==> src/rtl/bcd_digit_accumulator.sv <==
// Accumulates a stream of decimal digits into a binary value with a valid/ready result hand-off.
// Optional macro BCD_DIGIT_CHECK_EN adds digit_err and rejects digit codes above 9.
module bcd_digit_accumulator #(
  parameter int MAX_DIGITS = 4,
  parameter int OUT_W      = 14,
  parameter int CNT_W      = 3
) (
  input  logic             clk,
  input  logic             rst_n,
  input  logic [3:0]       digit,
  input  logic             digit_valid,
  input  logic             digit_last,
  output logic             digit_ready,
  input  logic             clear,
  output logic [OUT_W-1:0] bin_value,
  output logic [CNT_W-1:0] bin_ndigits,
  output logic             bin_truncated,
  output logic             bin_valid,
`ifdef BCD_DIGIT_CHECK_EN
  output logic             digit_err,
`endif
  input  logic             bin_ready
);

  typedef enum logic [1:0] {IDLE = 2'd0, ACCUM = 2'd1, HOLD = 2'd2} state_t;

  state_t           state_r, next_state_s;
  logic [OUT_W-1:0] acc_r, acc_next_s;
  logic [CNT_W-1:0] count_r, count_next_s, count_inc_s;
  logic             trunc_r, trunc_next_s;
  logic             digit_ready_r, digit_ready_next_s;
  logic             bin_valid_r, bin_valid_next_s;
  logic             accept_s, bad_digit_s, good_accept_s, terminate_s, release_s;

  function automatic logic is_bcd(input logic [3:0] d);
    return (d <= 4'd9);
  endfunction

  // clear wins over everything, so a digit offered alongside it is never taken
  assign accept_s      = digit_valid && digit_ready_r && !clear;
`ifdef BCD_DIGIT_CHECK_EN
  assign bad_digit_s   = accept_s && !is_bcd(digit);
`else
  assign bad_digit_s   = 1'b0;
`endif
  assign good_accept_s = accept_s && !bad_digit_s;
  assign count_inc_s   = count_r + {{(CNT_W-1){1'b0}}, 1'b1};
  assign terminate_s   = good_accept_s && (digit_last || (count_inc_s == CNT_W'(MAX_DIGITS)));
  assign release_s     = bin_valid_r && bin_ready;

  // State and registered handshake outputs
  always_ff @(posedge clk or negedge rst_n) begin
    if (!rst_n) begin
      state_r       <= IDLE;
      digit_ready_r <= 1'b1;
      bin_valid_r   <= 1'b0;
    end else begin
      state_r       <= next_state_s;
      digit_ready_r <= digit_ready_next_s;
      bin_valid_r   <= bin_valid_next_s;
    end
  end

  // Next-state decode
  always_comb begin
    next_state_s = state_r;
    if (clear) begin
      next_state_s = IDLE;
    end else begin
      case (state_r)
        IDLE, ACCUM: begin
          if (terminate_s) begin
            next_state_s = HOLD;
          end else if (good_accept_s) begin
            next_state_s = ACCUM;
          end else begin
            next_state_s = state_r;
          end
        end
        HOLD: begin
          if (release_s) begin
            next_state_s = IDLE;
          end else begin
            next_state_s = HOLD;
          end
        end
        default: next_state_s = IDLE;
      endcase
    end
  end

  // Handshake outputs follow the upcoming state so they are available as flops
  always_comb begin
    digit_ready_next_s = 1'b1;
    bin_valid_next_s   = 1'b0;
    case (next_state_s)
      HOLD: begin
        digit_ready_next_s = 1'b0;
        bin_valid_next_s   = 1'b1;
      end
      default: begin
        digit_ready_next_s = 1'b1;
        bin_valid_next_s   = 1'b0;
      end
    endcase
  end

  // Datapath: acc*10 + digit built from shifts, wrapping at OUT_W bits
  always_comb begin
    acc_next_s   = acc_r;
    count_next_s = count_r;
    trunc_next_s = trunc_r;
    if (clear || release_s) begin
      acc_next_s   = {OUT_W{1'b0}};
      count_next_s = {CNT_W{1'b0}};
      trunc_next_s = 1'b0;
    end else if (good_accept_s) begin
      acc_next_s   = (acc_r << 3) + (acc_r << 1) + OUT_W'(digit);
      count_next_s = count_inc_s;
      trunc_next_s = terminate_s && !digit_last;
    end else begin
      acc_next_s   = acc_r;
      count_next_s = count_r;
      trunc_next_s = trunc_r;
    end
  end

  // Datapath registers
  always_ff @(posedge clk or negedge rst_n) begin
    if (!rst_n) begin
      acc_r   <= {OUT_W{1'b0}};
      count_r <= {CNT_W{1'b0}};
      trunc_r <= 1'b0;
    end else begin
      acc_r   <= acc_next_s;
      count_r <= count_next_s;
      trunc_r <= trunc_next_s;
    end
  end

`ifdef BCD_DIGIT_CHECK_EN
  logic digit_err_r;

  // One-cycle flag for an accepted non-decimal code
  always_ff @(posedge clk or negedge rst_n) begin
    if (!rst_n) begin
      digit_err_r <= 1'b0;
    end else begin
      digit_err_r <= bad_digit_s;
    end
  end

  assign digit_err = digit_err_r;
`endif

  assign digit_ready   = digit_ready_r;
  assign bin_valid     = bin_valid_r;
  assign bin_value     = acc_r;
  assign bin_ndigits   = count_r;
  assign bin_truncated = trunc_r;

endmodule

==> config.mk <==
export PLATFORM = sky130hd
export DESIGN_NAME = bcd_digit_accumulator
export DESIGN_NICKNAME = d
export VERILOG_FILES = /design/src/rtl/bcd_digit_accumulator.sv
export SDC_FILE = /design/constraint.sdc
export NUM_CORES = 1
export LEC_CHECK = 0
export ABC_AREA = 1
export BUFFER_PORTS_ARGS = -buffer_cell sky130_fd_sc_hd__buf_2
export CAP_MARGIN = 15
export CORE_ASPECT_RATIO = 1.25
export CORE_MARGIN = 2
export CORE_UTILIZATION = 35
export CTS_CLUSTER_DIAMETER = 80
export CTS_CLUSTER_SIZE = 30
export DETAILED_ROUTE_END_ITERATION = 8
export PLACE_DENSITY = 0.5
export SYNTH_ARGS = -nofsm -noshare
export SYNTH_HDL_FRONTEND = slang
export SYNTH_SLANG_ARGS = --single-unit
==> constraint.sdc <==
create_clock -name clk -period 2.7 [get_ports clk]
set_clock_uncertainty 0.2 [all_clocks]
set_input_delay 0.54 -clock clk [delete_from_list [all_inputs] [get_ports clk]]
set_output_delay 0.54 -clock clk [all_outputs]
set_load 0.05 [all_outputs]
# Word level (Yosys, flattened, before mapping)
# Cells that the tools add are included.
# totals
register_bits,22
input_bits,10
# op_classes
eq_ne,4
addsub,3
reduce_logical,12
mux,13
# op_table
cell,n
$mux 14,2
$add 14x14->14,1
$add 14x4->14,1
$mux 2,4
$mux 3,2
$logic_and 1x1->1,5
$eq 2x2->1 const B,2
$mux 1,4
$pmux 2 s2,1
$add 3x1->3 const B,1
$eq 3x3->1 const B,1
$eq 2x1->1 const B,1
$logic_not 1->1,2
$logic_not 2->1,1
$logic_or 1x1->1,2
$reduce_bool 2->1,1
$reduce_or 2->1,1

# Depth between registers and ports, before layout
# Gate-level depths: netlist of run 1.
# logic_depth
ltp_word,9
depth_mapped,13

# Worst setup path before layout of run 1
# No wires, ideal clock.
# synth_timing
path_kind,flip-flop to flip-flop
from,register acc_r[0] (netlist: bin_value[0])
to,register acc_r[10] (netlist: bin_value[10])
stages_incl_launch_ff,12
arrival_time_ns,2.260
t_required_ns,2.380
slack_ns,0.120
path_cell_list,dfrtp_1 inv_1 fa_1 fa_1 inv_1 nand3_1 nand3_1 nand2_1 nand2_1 nand2_1 nand2_1 o21ai_2
# synth_via
elab_chain_len,4
# synth_lines
element,line,rtl
"start, declared",28,"logic [OUT_W-1:0] acc_r, acc_next_s;"
"start signal, assigned",131,acc_r <= {OUT_W{1'b0}};
"start signal, assigned",135,acc_r <= acc_next_s;
$add 14x14->14,118,acc_next_s = (acc_r << 3) + (acc_r << 1) + OUT_W'(digit);
$add 14x4->14,118,
$mux 14,117,end else if (good_accept_s) begin
$mux 14,113,if (clear || release_s) begin
# Every way passes these cells. The select of a mux whose other input is x is not followed.
# A chain may end at the register's enable or synchronous reset.

# Worst setup path after layout of run 1
# Ends and elaborated chain as after synthesis.

==> results.json, run 1 <==
{
  "powerDensity_mw_per_mm2": 517.1,
  "ys.flop_type": "dfrtp_1",
  "synthXorXnorAreaFrac": 0.005140,
  "final_cell_mix": "nand2_1 (80), inv_1 (36), buf_2 (29)",
  "avgSynthCellArea_um2": 7.377,
  "synth_edf_count": 0,
  "cpPeakStageDelay_ns": 0.48,
  "synth_compound_area_frac": 0.08370,
  "yosysTopAreaCell": "dfrtp_1",
  "max_freq_ghz": 0.4229,
  "rsz0062_at_grt": "false",
  "path_delay_family": "adder cells",
  "start_util": 0.3603,
  "die_height_um": 82.02,
  "drv_slew": 0,
  "synthTopCellsByArea": "dfrtp_1 (31%), ha_1 (18%), nand2_1 (18%)",
  "netlist_instances": 231,
  "critPathLaunchType": "register",
  "cts_buffer_depth": 2,
  "busiest_layer": "met2",
  "cts_buffers": 3,
  "synth_fa_ha_area_frac": 0.1997,
  "yosys_warnings": 0,
  "hpwl_mm": 3.214,
  "fin_crit_ns": 2.365,
  "fin_nets": 299,
  "drive_gt1_frac": 0.1565,
  "vdd_drop_max_uv": 396.4,
  "min_period_over_period": 0.8758,
  "crit_slowest_cell": "fa_1",
  "die_x_um": 66.41,
  "vias": 1479,
  "clkTransAtPathRegs_ns": 0.09,
  "max_slew_margin": 0.6637,
  "final_cells": 322,
  "core_area_mm2": 0.004730,
  "endpoint_kind": "register",
  "drt_iter0_drc": 56,
  "met3_usage": 0.03151,
  "crit_cells": 11,
  "antenna_left": 0,
  "crit_buf_inv": 2,
  "placed_cell_area_mm2": 0.001898,
  "grt_pass1_vias": 1507,
  "power_mw": 1.018,
  "synth-seq-area-share": 0.3238,
  "setup_viol": 0,
  "num_antenna_cells": 0,
  "required_ns": 2.67,
  "grt-ovfl-total": 0,
  "clkLatencyLatePin_ns": 0.27,
  "yosys.area_share.simple": 0.2878,
  "worst_path_most_repeated_cell": "nand2_1",
  "post_cts_buffers": 0,
  "synth_seq_cells": 22,
  "timing.setup.tns_ns": 0,
  "grtUsageMet1": 0.1809,
  "hold_violations": 0,
  "synth_top_family_by_area": "simple AND/OR/NAND/NOR gates",
  "io_pins": 30,
  "wl_mm": 3.981,
  "synth-async-reset-ratio": 1.000,
  "grt_max_degree": 23,
  "worst_r2r_path_depth": 11,
  "wl_per_cell_um": 12.36,
  "tritoncts": "yes",
  "drv_cap": 0,
  "viasPerCell": 4.593,
  "synthMuxAreaShare": 0,
  "area_growth_pct": 15.57,
  "worst_pin_slew_ns": 0.5044,
  "leakage_nw": 1.209,
  "crit_path_cell_trace": "inv_1 -> fa_1 -> fa_1 -> inv_1 -> nand3_1 -> nand3_1 -> nand2_1 -> nand2_1 -> nand2_1 -> nand2_1 -> o21ai_2",
  "synth.cell_area_mm2": 0.001704,
  "crit_fanout": 4,
  "dieArea_mm2": 0.005447,
  "met2_usage": 0.3150,
  "cts.sinks": 22,
  "num_rows": 28,
  "outcome": "finished, final reports clean",
  "cts-root-buf": "clkbuf_8",
  "place_congestion": 0.7978,
  "htree_num_levels": 1,
  "antenna_found_initial": 0,
  "grt_pass1_wl_mm": 6.665,
  "arrival_ns": 2.33,
  "port_buffers": 29,
  "drtPass1Iterations": 4,
  "design_area_mm2": 0.001969,
  "cts_hold_buf": 0,
  "dp.cells": 318,
  "synth_top_area_frac": 0.3084,
  "grt_use_total": 0.1611,
  "drc_errors": 0,
  "cts-resized-gates": 0,
  "setup.worst_path.class": "register to register",
  "syn_nets": 267,
  "ys_types": 27,
  "hold_class": "primary input to async pin",
  "final_common_cell": "nand2_1"
}
[stage by stage]
stage	setup slack (ns)	hold WS (ns)	utilization
finish	0.3353	0.02759	0.4164
global route	0.1659	0.06131	0.4164
CTS	0.3092	0.04959	0.4164
detailed placement	0.1001	0.2703	0.4013
global placement	0.1282	0.2641	0.4013
floorplan	0.1199	0.04441	-
[cell usage after synthesis, types with 2 or more instances]
cell type / count
a21oi_1: 5
a22o_1: 2
dfrtp_1: 21
fa_1: 2
ha_1: 24
inv_1: 36
nand2_1: 80
nand3_1: 13
nand4_1: 3
nor2_1: 16
o21ai_0: 11
o21ai_1: 3
[path summary, 6_finish.rpt]
path                                                start                   endpoint  slack (ns)
worst max-delay path             bin_value[0]$_DFFE_PN0P_  bin_value[10]$_DFFE_PN0P_        0.34
worst max register to register   bin_value[0]$_DFFE_PN0P_  bin_value[10]$_DFFE_PN0P_        0.34
worst min-delay path                                rst_n  bin_value[11]$_DFFE_PN0P_        0.03
max in group asynchronous                           rst_n      digit_ready$_DFF_PN1_        1.91
worst min register to register  bin_value[13]$_DFFE_PN0P_  bin_value[13]$_DFFE_PN0P_        0.29
min in group clk                               digit_last  bin_truncated$_DFFE_PN0P_        0.26
[where the power goes]
part           leakage [nW]  switching (mW)  internal (mW)  total (mW)
clock network        0.0357           0.119          0.198       0.317
logic                 0.876           0.225         0.0931       0.318
registers             0.297          0.0269          0.356       0.383
[registers in the layout, summed over array words and instances, names as in the netlist]
name and count:
bin_ndigits 3, bin_valid 1, bin_truncated 1, state_r 2, bin_value 14, digit_ready 1
[final cells by class]
type	count	area, µm²
clock inverter	1	30.03
fill	523	2760
inverter	38	143.9
sequential	22	551.8
tap	60	75.07
clock buffer	3	41.29
timing repair buffer	29	145.1
multi-input combinational	169	982.2
[logic make-up after synthesis]
logic type,Yosys count
AND/OR/NAND/NOR,117
buffers and inverters,40
adder cells (fa/ha/maj),26
AO/OA/AOI/OAI,25
flip-flops,22
XOR/XNOR,1
[per-layer routing]
metal  up-vias  wire length, µm
met4         0               12
met1       655             1710
met3         2              157
met5         -                0
li1        794                -
met2        28             2101
Note: power is estimated with default switching activity, not from simulation.
==> inputs of run 2 (changes only) <==
--- a/config.mk
+++ b/config.mk
@@ -7,7 +7,7 @@
 export LEC_CHECK = 0
 export ABC_AREA = 1
 export BUFFER_PORTS_ARGS = -buffer_cell sky130_fd_sc_hd__buf_2
-export CAP_MARGIN = 15
+export CAP_MARGIN = 20
 export CORE_ASPECT_RATIO = 1.25
 export CORE_MARGIN = 2
 export CORE_UTILIZATION = 35
==> constraint.sdc (replaced) <==
create_clock -name clk -period 2.43 [get_ports clk]
set_clock_uncertainty 0.2 [all_clocks]
set_input_delay 0.486 -clock clk [delete_from_list [all_inputs] [get_ports clk]]
set_output_delay 0.486 -clock clk [all_outputs]
set_load 0.05 [all_outputs]
==> run 2 against run 1 <==
- largest cell class unchanged
- critical endpoint is now bin_value[9]$_DFFE_PN0P_
- utilization up 1.1 points
- register-to-register slack worse by 0.20 ns
- critical path depth unchanged
==> results.json, run 2 (synthesis results as in run 1) <==
{
  "r2r_start": "bin_value[2]$_DFFE_PN0P_",
  "post_cts_buffers": 0,
  "dieArea_mm2": 0.005447,
  "num_antenna_cells": 0,
  "grt_use_total": 0.1594,
  "hold_class": "primary input to register",
  "rrSetupSlack_ns": 0.14,
  "crit_fanout": 5,
  "leakage_nw": 1.237,
  "antenna_left": 0,
  "cts-root-buf": "clkbuf_8",
  "io_pins": 30,
  "fin_nets": 304,
  "endpoint_kind": "register",
  "timing.setup.tns_ns": 0,
  "num-fill-cells": 534,
  "hold_violations": 0,
  "port_buffers": 29,
  "min_period_over_period": 0.9428,
  "worst_r2r_path_depth": 11,
  "multi_input_area_um2": 989.7,
  "viasPerCell": 4.575,
  "drv_slew": 0,
  "core_area_mm2": 0.004730,
  "drc_errors": 0,
  "max_freq_ghz": 0.4365,
  "setup.worst_path.class": "register to register",
  "area_growth_pct": 18.50,
  "cts_buffer_depth": 2,
  "powerDensity_mw_per_mm2": 560.6,
  "fin_crit_ns": 2.291,
  "cts.sinks": 22,
  "drive_gt1_frac": 0.1835,
  "whs_ns": 0.2098,
  "required_ns": 2.43,
  "htree_num_levels": 1,
  "wl_mm": 3.929,
  "max_slew_margin": 0.6604,
  "final_cell_mix": "nand2_1 (80), inv_1 (36), buf_2 (29)",
  "num_rows": 28,
  "tritoncts": "yes",
  "grt_pass1_wl_mm": 6.486,
  "antenna_found_initial": 0,
  "power_mw": 1.132,
  "vdd_drop_max_uv": 319.6,
  "regArea_um2": 554.3,
  "placed_cell_area_mm2": 0.001931,
  "rsz0062_at_grt": "false",
  "worstHoldStart": "digit_last",
  "cts_buffers": 3,
  "drv_cap": 0,
  "clkTransAtPathRegs_ns": 0.09,
  "arrival_ns": 2.29,
  "start_util": 0.3603,
  "grt_pass1_vias": 1475,
  "clkLatencyLatePin_ns": 0.27,
  "drt_iter0_drc": 61,
  "die_x_um": 66.41,
  "largest_register_ffs": 14,
  "cp-endpoint": "bin_value[9]$_DFFE_PN0P_",
  "die_height_um": 82.02,
  "hpwl_mm": 3.208,
  "critPathLaunch": "bin_value[2]$_DFFE_PN0P_",
  "final_common_cell": "nand2_1",
  "wl_per_cell_um": 12.02,
  "outcome": "finished, final reports clean",
  "vias": 1496,
  "drtPass1Iterations": 4,
  "rr_endpoint": "bin_value[9]$_DFFE_PN0P_",
  "place_congestion": 0.7782,
  "setup_viol": 0,
  "worst_pin_slew_ns": 0.5094,
  "design_area_mm2": 0.002019,
  "critPathLaunchType": "register",
  "grt-ovfl-total": 0,
  "grt_max_degree": 23
}
## run 2: cell type report
| type | instances | share of cell area |
|---|---|---|
| Multi-Input combinational cell | 169 | 0.4901 |
| Sequential cell | 22 | 0.2745 |
| Timing Repair Buffer | 34 | 0.09170 |
| Inverter | 38 | 0.07125 |
| Tap cell | 60 | 0.03717 |
| Clock buffer | 3 | 0.02045 |
| Clock inverter | 1 | 0.01487 |
## run 2: layer usage
metal,GRT usage,up-vias,wire [µm]
li1,-,808,-
met1,0.1826,663,1751
met2,0.2990,23,2014
met3,0.02603,2,135
met4,0.04898,0,27
met5,0,-,0
## run 2: timing repair
item,4_1_cts,5_1_grt
endpoints found under the hold margin,21,0
hold buffers,1,0
setup endpoints to repair,0,4
gates resized for setup,0,2
## run 2: critical path, cell delays in order (launching register included)
cell,delay [ns]
dfrtp_2,0.38
inv_1,0.07
fa_1,0.57
inv_1,0.06
ha_1,0.32
nand3_1,0.09
nand3_2,0.11
nand2_1,0.09
nand3_1,0.11
nand2_1,0.08
nand2_1,0.05
o21ai_1,0.11
## run 2: report_power, final
group / leakage (nW) / switching, mW / total (mW) / internal, mW
sequential: 0.294 / 0.0286 / 0.425 / 0.396
clock: 0.0357 / 0.129 / 0.349 / 0.220
combinational: 0.908 / 0.250 / 0.358 / 0.108
total: 1.24 / 0.408 / 1.13 / 0.725
## run 2: worst min path at each step
stage | endpoint | depth (start not counted) | slack [ns]
5_1_grt | bin_truncated$_DFFE_PN0P_ | 2 | 0.20
3_3_place_gp | bin_value[13]$_DFFE_PN0P_ | 2 | 0.27
2_1_floorplan | bin_ndigits[0]$_DFFE_PN0P_ | 0 | -0.01
3_5_place_dp | bin_value[13]$_DFFE_PN0P_ | 2 | 0.27
4_1_cts | bin_truncated$_DFFE_PN0P_ | 2 | 0.20
6_report | bin_truncated$_DFFE_PN0P_ | 2 | 0.21
## run 2: per-stage QoR
step / worst slack (ns) / util / instances
floorplan: 0.0005824 / - / 231
global placement: -0.06528 / 0.4082 / 322
detailed placement: -0.1022 / 0.4082 / 322
CTS: 0.04613 / 0.4254 / 327
global route: 0.008000 / 0.4270 / 327
finish: 0.1390 / 0.4270 / 327
